[src/rtl/dsp_adder_pipe.sv]
// Two-stage 32-bit add/subtract unit modelled on an SB_MAC16 used as two
// cascaded 16-bit registered adders, with fabric valid/ready and flag logic.
module dsp_adder_pipe (
   input  logic        clk,
   input  logic        rst,
   input  logic [31:0] a_in,
   input  logic [31:0] b_in,
   input  logic        sub_in,
   input  logic        in_valid,
   output logic        in_ready,
   output logic        out_valid,
   input  logic        out_ready,
   output logic [31:0] sum,
   output logic        carry_out,
   output logic        overflow,
   output logic        zero
);

   logic        en;

   logic [31:0] s1_a_q, s1_a_d;
   logic [31:0] s1_b_q, s1_b_d;
   logic        s1_sub_q, s1_sub_d;
   logic        s1_valid_q, s1_valid_d;

   logic [31:0] s2_sum_q, s2_sum_d;
   logic        s2_carry_q, s2_carry_d;
   logic        s2_ovf_q, s2_ovf_d;
   logic        s2_zero_q, s2_zero_d;
   logic        s2_valid_q, s2_valid_d;

   logic [16:0] lo_add;
   logic [16:0] hi_add;

   assign en       = !s2_valid_q || out_ready;
   assign in_ready = en;

   // Subtraction becomes A + ~B + 1 so the DSP only ever adds.
   always_comb begin
      s1_a_d     = a_in;
      s1_b_d     = sub_in ? ~b_in : b_in;
      s1_sub_d   = sub_in;
      s1_valid_d = in_valid;
   end

   // Bottom adder takes the op carry-in; top adder takes the bottom carry.
   always_comb begin
      lo_add     = {1'b0, s1_a_q[15:0]} + {1'b0, s1_b_q[15:0]}
                 + {16'd0, s1_sub_q};
      hi_add     = {1'b0, s1_a_q[31:16]} + {1'b0, s1_b_q[31:16]}
                 + {16'd0, lo_add[16]};
      s2_sum_d   = {hi_add[15:0], lo_add[15:0]};
      s2_carry_d = hi_add[16];
      s2_ovf_d   = (s1_a_q[31] == s1_b_q[31])
                 && (s2_sum_d[31] != s1_a_q[31]);
      s2_zero_d  = ~|s2_sum_d;
      s2_valid_d = s1_valid_q;
   end

   always_ff @(posedge clk or posedge rst) begin
      if (rst) begin
         s1_a_q     <= '0;
         s1_b_q     <= '0;
         s1_sub_q   <= 1'b0;
         s1_valid_q <= 1'b0;
      end else if (en) begin
         s1_a_q     <= s1_a_d;
         s1_b_q     <= s1_b_d;
         s1_sub_q   <= s1_sub_d;
         s1_valid_q <= s1_valid_d;
      end
   end

   always_ff @(posedge clk or posedge rst) begin
      if (rst) begin
         s2_sum_q   <= '0;
         s2_carry_q <= 1'b0;
         s2_ovf_q   <= 1'b0;
         s2_zero_q  <= 1'b0;
         s2_valid_q <= 1'b0;
      end else if (en) begin
         s2_sum_q   <= s2_sum_d;
         s2_carry_q <= s2_carry_d;
         s2_ovf_q   <= s2_ovf_d;
         s2_zero_q  <= s2_zero_d;
         s2_valid_q <= s2_valid_d;
      end
   end

   assign out_valid = s2_valid_q;
   assign sum       = s2_sum_q;
   assign carry_out = s2_carry_q;
   assign overflow  = s2_ovf_q;
   assign zero      = s2_zero_q;

endmodule

[config.mk]
export PLATFORM = sky130hd
export DESIGN_NAME = dsp_adder_pipe
export DESIGN_NICKNAME = d
export VERILOG_FILES = /design/src/rtl/dsp_adder_pipe.sv
export SDC_FILE = /design/constraint.sdc
export NUM_CORES = 1
export LEC_CHECK = 0
export ABC_CLOCK_PERIOD_IN_PS = 6500
export BUFFER_PORTS_ARGS = -buffer_cell sky130_fd_sc_hd__buf_2
export CELL_PAD_IN_SITES_DETAIL_PLACEMENT = 1
export CELL_PAD_IN_SITES_GLOBAL_PLACEMENT = 2
export CORE_ASPECT_RATIO = 0.75
export CORE_MARGIN = 1.5
export CORE_UTILIZATION = 34
export CTS_CLUSTER_SIZE = 14
export DETAILED_ROUTE_END_ITERATION = 8
export GPL_TIMING_DRIVEN = 0
export MAX_ROUTING_LAYER = met4
export PLACE_DENSITY = 0.89
export SYNTH_ARGS = -nofsm -noshare
export SYNTH_HDL_FRONTEND = slang
export SYNTH_SLANG_ARGS = --single-unit
[constraint.sdc]
create_clock -name clk -period 6.5 [get_ports clk]
set_input_delay 1.3 -clock clk [delete_from_list [all_inputs] [get_ports clk]]
set_output_delay 1.3 -clock clk [all_outputs]
set_load 0.01 [all_outputs]
# After elaboration in Yosys (flattened, before gate mapping)
# Cells that the tools add are included.
# word_totals
reg_bits	102
input_bits	69
output_inout_bits	37
# classes
n_addsub	4
eq_ne	2
muxes	1
n_bitwise	1
n_reduce_logical	5
# ops
op	n
16-bit by 16-bit adder with 17-bit output	2
17-bit by 1-bit adder with 17-bit output	2
32-bit two-way mux	1
32-bit NOT	1
32-bit OR reduction	1
1-bit zero test	2
1-bit == test	1
1-bit logical AND	1
1-bit logical OR	1
1-bit != test	1

# Longest topological paths before layout
# logic_depth
ltp_word	5
depth_mapped	21

# Least setup slack after synthesis
# OpenSTA, ideal clock, no wires.
# synth_path
path_type	flip-flop to flip-flop
start	reg s1_a_q[0]
end	reg s2_zero_q, in the netlist zero
setup_ps	92
arrival_time_ps	4796
t_required_ps	6408
slack_ps	1612
path_stages_with_launch	20
period_less_slack_ps	4888
cell_sequence	dfrtp_1 inv_1 fa_1 fa_1 nor2b_1 o211ai_1 a2111oi_0 o31ai_1 a21oi_1 o21ai_0 nor2b_1 fa_1 fa_1 nand4_1 or4b_1 nor4b_2 o2111ai_1 nor4bb_1 nand4_1 o31ai_2
# synth_via
elab_chain_len	5
# synth_lines
element	line	source
start: declaration	21	logic [31:0] s1_a_q, s1_a_d;
start signal: assignment	62	s1_a_q <= '0;
start signal: assignment	67	s1_a_q <= s1_a_d;
16-bit by 16-bit adder with 17-bit output *	48	lo_add = {1'b0, s1_a_q[15:0]} + {1'b0, s1_b_q[15:0]}
17-bit by 1-bit adder with 17-bit output *	49	+ {16'd0, s1_sub_q};
17-bit by 1-bit adder with 17-bit output	51	+ {16'd0, lo_add[16]};
32-bit OR reduction *	56	s2_zero_d = ~|s2_sum_d;
1-bit zero test *	56	
end signal: assignment	85	s2_zero_q <= s2_zero_d;
end: declaration	29	logic s2_zero_q, s2_zero_d;
# Mark *: on every way between the ends. The rest lies on a longest branch, timed or not.
# A chain may end at the register's enable or synchronous reset.

# Final worst setup path
# Ends and elaborated chain as after synthesis.

==> impl_metrics.env <==
export IMPL_outcome="complete, no violations"
export IMPL_drt_iter0_markers=231
export IMPL_ios=106
export IMPL_routedWlPerCell_um=17.4
export IMPL_startpoint_type="flop"
export IMPL_hp_class="reg2reg"
export IMPL_synth_fp_nets=705
export IMPL_final_cells=933
export IMPL_vias=4562
export IMPL_postLayoutCoreUtil=0.416
export IMPL_grt_max_degree=74
export IMPL_worstPathRequired_ps=6780
export IMPL_cts_buffers=9
export IMPL_finalClockSkew_ps=7.81
export IMPL_ys_async_sr_fraction=1.00
export IMPL_drive_above_1_share=0.194
export IMPL_die_width_um=150
export IMPL_cts_resized=0
export IMPL_maxCapViolCount=0
export IMPL_dp_cells=917
export IMPL_grt_pass1_wl_um=25800
export IMPL_seq_area_frac_synth=0.462
export IMPL_slew_headroom=0.413
export IMPL_cts_sinks=102
export IMPL_crit_start="s1_a_q[0]$_DFFE_PP0P_"
export IMPL_wl_met1_um=8040
export IMPL_reg2reg_slack_ps=540
export IMPL_cts_setup_buffers=0
export IMPL_drt_wl_total_um=16200
export IMPL_synth_edf_count=0
export IMPL_synth_seq_cells=102
export IMPL_hold_path_cell_count=2
export IMPL_hpwl_um=12700
export IMPL_crit_fanout=2
export IMPL_dieArea_um2=17000
export IMPL_n_antenna_cell=0
export IMPL_synth_cells=602
export IMPL_detail_route_antenna_nets=0
export IMPL_reg2reg_depth=19
export IMPL_critPathKind="reg2reg"
export IMPL_die_h_um=113
export IMPL_gp_congestion=0.908
export IMPL_place_area_um2=6340
export IMPL_clk_latency_ps=360
export IMPL_highest_layer="met4"
export IMPL_cts_root_buf="clkbuf_16"
export IMPL_slew_violations=0
export IMPL_cts_max_path_buffers=2
export IMPL_core_um2=16000
export IMPL_endpoint="zero$_DFFE_PP0P_"
export IMPL_met3WireLength_um=885
export IMPL_arrival_ps=6240
export IMPL_fin_area_um2=6650
export IMPL_ys_flop_type="dfrtp_1"
export IMPL_nNetsFinal=821
export IMPL_globalRouteTotalUtil=0.207
export IMPL_syn_area_um2=5530
export IMPL_setup_violations=0
export IMPL_numPortBuffers=104
export IMPL_fmax_mhz=168
export IMPL_setup_tns_final_ps=0
export IMPL_cts_tree="done"
export IMPL_rsz0062_at_grt="false"
export IMPL_peakVddDrop_mv=0.138
export IMPL_via_per_inst=4.89
export IMPL_power_density_nw_per_um2=365
export IMPL_hold_violations=0
export IMPL_met2_length_um=7190
export IMPL_rows=40
export IMPL_area_growth_syn_to_layout_pct=20.2
export IMPL_clk_pin_slew_ps=70
export IMPL_syn_avg_cell_area_um2=9.19
export IMPL_grt_overflow_total=0
export IMPL_r2r_end="zero$_DFFE_PP0P_"
export IMPL_fillCellCount=1882
export IMPL_drtPass1Iterations=5
export IMPL_period_needed_ps=5960
export IMPL_first_global_vias=4761
export IMPL_r2r_start="s1_a_q[0]$_DFFE_PP0P_"
export IMPL_cp_end_kind="flop"
export IMPL_ctsHtreeMaxLevel=3
export IMPL_initial_core_util=0.346
export IMPL_post_route_period_util=0.917
export IMPL_hold_buffers=0
export IMPL_yosys_warnings=0
export IMPL_antenna_found_initial=0
export IMPL_cellLeakagePower_nw=3.16
export IMPL_drc=0
export IMPL_worst_pin_slew_ps=881
export IMPL_ys_types=57
[Yosys cell counts (2+ instances only)]
cell / number / area, µm²
clkbuf_1: 23 / 86.3
dfrtp_1: 102 / 2550
o21ai_0: 65 / 325
nand2b_1: 9 / 56.3
nand3_1: 4 / 20.0
a21oi_2: 2 / 17.5
and3_1: 2 / 12.5
o2111ai_1: 2 / 17.5
o221ai_1: 2 / 17.5
inv_1: 16 / 60.1
o21ai_2: 2 / 17.5
ha_1: 30 / 375
nor2b_1: 6 / 37.5
and2_1: 2 / 12.5
mux2_2: 6 / 67.6
a31oi_1: 4 / 25.0
nand2_1: 168 / 631
a21o_1: 6 / 45.0
a211oi_1: 2 / 15.0
fa_1: 4 / 80.1
xor2_1: 21 / 184
nor3_1: 2 / 10.0
nand4_1: 3 / 18.8
nor2_1: 22 / 82.6
xnor2_1: 39 / 342
o31ai_1: 3 / 22.5
buf_1: 3 / 11.3
a21oi_1: 21 / 105
o21a_1: 3 / 22.5
[registers in the layout (all words and copies together) (netlist names)]
register / cells
s1_a_q: 32
s1_b_q: 32
sum: 32
carry_out: 1
out_valid: 1
overflow: 1
s1_sub_q: 1
s1_valid_q: 1
zero: 1
[stage by stage]
step | hold WS [ps] | power, W | setup slack [ps]
2_1_floorplan | 430 | 0.00150 | 1610
3_3_place_gp | 458 | 0.00183 | 717
3_5_place_dp | 467 | 0.00187 | 585
4_1_cts | 482 | 0.00244 | 539
5_1_grt | 511 | 0.00259 | 124
6_report | 467 | 0.00242 | 538
[cell usage in the layout (no fill, tap or decap), types with 2 or more instances in the layout]
| cell type | netlist | layout |
|---|---|---|
| nand2_1 | 168 | 168 |
| buf_2 | 1 | 105 |
| dfrtp_1 | 102 | 102 |
| o21ai_0 | 65 | 65 |
| xnor2_1 | 39 | 39 |
| ha_1 | 30 | 30 |
| clkbuf_1 | 23 | 24 |
| nor2_1 | 22 | 22 |
| xor2_1 | 21 | 21 |
| a21oi_1 | 21 | 21 |
| inv_1 | 16 | 15 |
| nand2b_1 | 9 | 9 |
| clkbuf_16 | 0 | 9 |
| nor2b_1 | 6 | 6 |
| a21o_1 | 6 | 6 |
| mux2_2 | 6 | 6 |
| nand3_1 | 4 | 4 |
| a31oi_1 | 4 | 4 |
| fa_1 | 4 | 4 |
| buf_1 | 3 | 3 |
| o21a_1 | 3 | 3 |
| o31ai_1 | 3 | 3 |
| nand4_1 | 3 | 3 |
| clkinv_2 | 0 | 3 |
| o21ai_2 | 2 | 2 |
| and2_1 | 2 | 2 |
| a21oi_2 | 2 | 2 |
| a211oi_1 | 2 | 2 |
| nor3_1 | 2 | 2 |
| o2111ai_1 | 2 | 2 |
| and3_1 | 2 | 2 |
| o221ai_1 | 2 | 2 |
| clkbuf_8 | 0 | 2 |
[worst min-delay path by stage]
stage	start	endpoint	slack [ps]
detailed placement	s1_valid_q$_DFFE_PP0P_	out_valid$_DFFE_PP0P_	470
global route	s1_a_q[7]$_DFFE_PP0P_	s1_a_q[7]$_DFFE_PP0P_	510
finish	s1_valid_q$_DFFE_PP0P_	s1_valid_q$_DFFE_PP0P_	470
global placement	s1_valid_q$_DFFE_PP0P_	s1_valid_q$_DFFE_PP0P_	460
CTS	s1_a_q[7]$_DFFE_PP0P_	s1_a_q[7]$_DFFE_PP0P_	480
floorplan	s1_valid_q$_DFFE_PP0P_	s1_valid_q$_DFFE_PP0P_	430
[logic make-up after synthesis]
kind of cell               synth area share
AOI/OAI and AO/OA                     0.142
xor gates and xnor gates             0.0950
adders and majority gates            0.0824
buffers and inverters                0.0321
DFF                                   0.462
muxes                                0.0122
and+or+nand+nor                       0.175
[critical path, stage by stage (launching register included)]
cell and delay, ps:
dfrtp_1 330, inv_1 70, fa_1 480, fa_1 440, nor2b_1 190, o211ai_1 160, a2111oi_0 610, o31ai_1 190
a21oi_1 220, o21ai_0 90, nor2b_1 180, fa_1 430, fa_1 530, nand4_1 150, or4b_1 550, nor4b_2 280
o2111ai_1 140, nor4bb_1 430, nand4_1 190, o31ai_2 200
[cell type report]
cell class | instances | area (µm²) | area share
Clock inverter | 4 | 45.0 | 0.00678
Timing Repair Buffer | 105 | 548 | 0.0825
Buffer | 28 | 114 | 0.0171
Multi-Input combinational cell | 455 | 2800 | 0.421
Inverter | 17 | 66.3 | 0.00998
Sequential cell | 102 | 2550 | 0.384
Tap cell | 210 | 263 | 0.0395
Clock buffer | 12 | 256 | 0.0386
[power breakdown]
group	switching (W)	internal [W]
Sequential	0.000122	0.000802
Clock	0.000241	0.000318
Combinational	0.000560	0.000380
Total	0.000923	0.00150
[per-layer routing]
layer | global-route usage | vias to the layer above
met5 | - | -
met4 | 0.0314 | 0
met3 | 0.0476 | 10
met2 | 0.311 | 98
met1 | 0.290 | 2218
li1 | - | 2236
(Power assumes the default switching activity.)
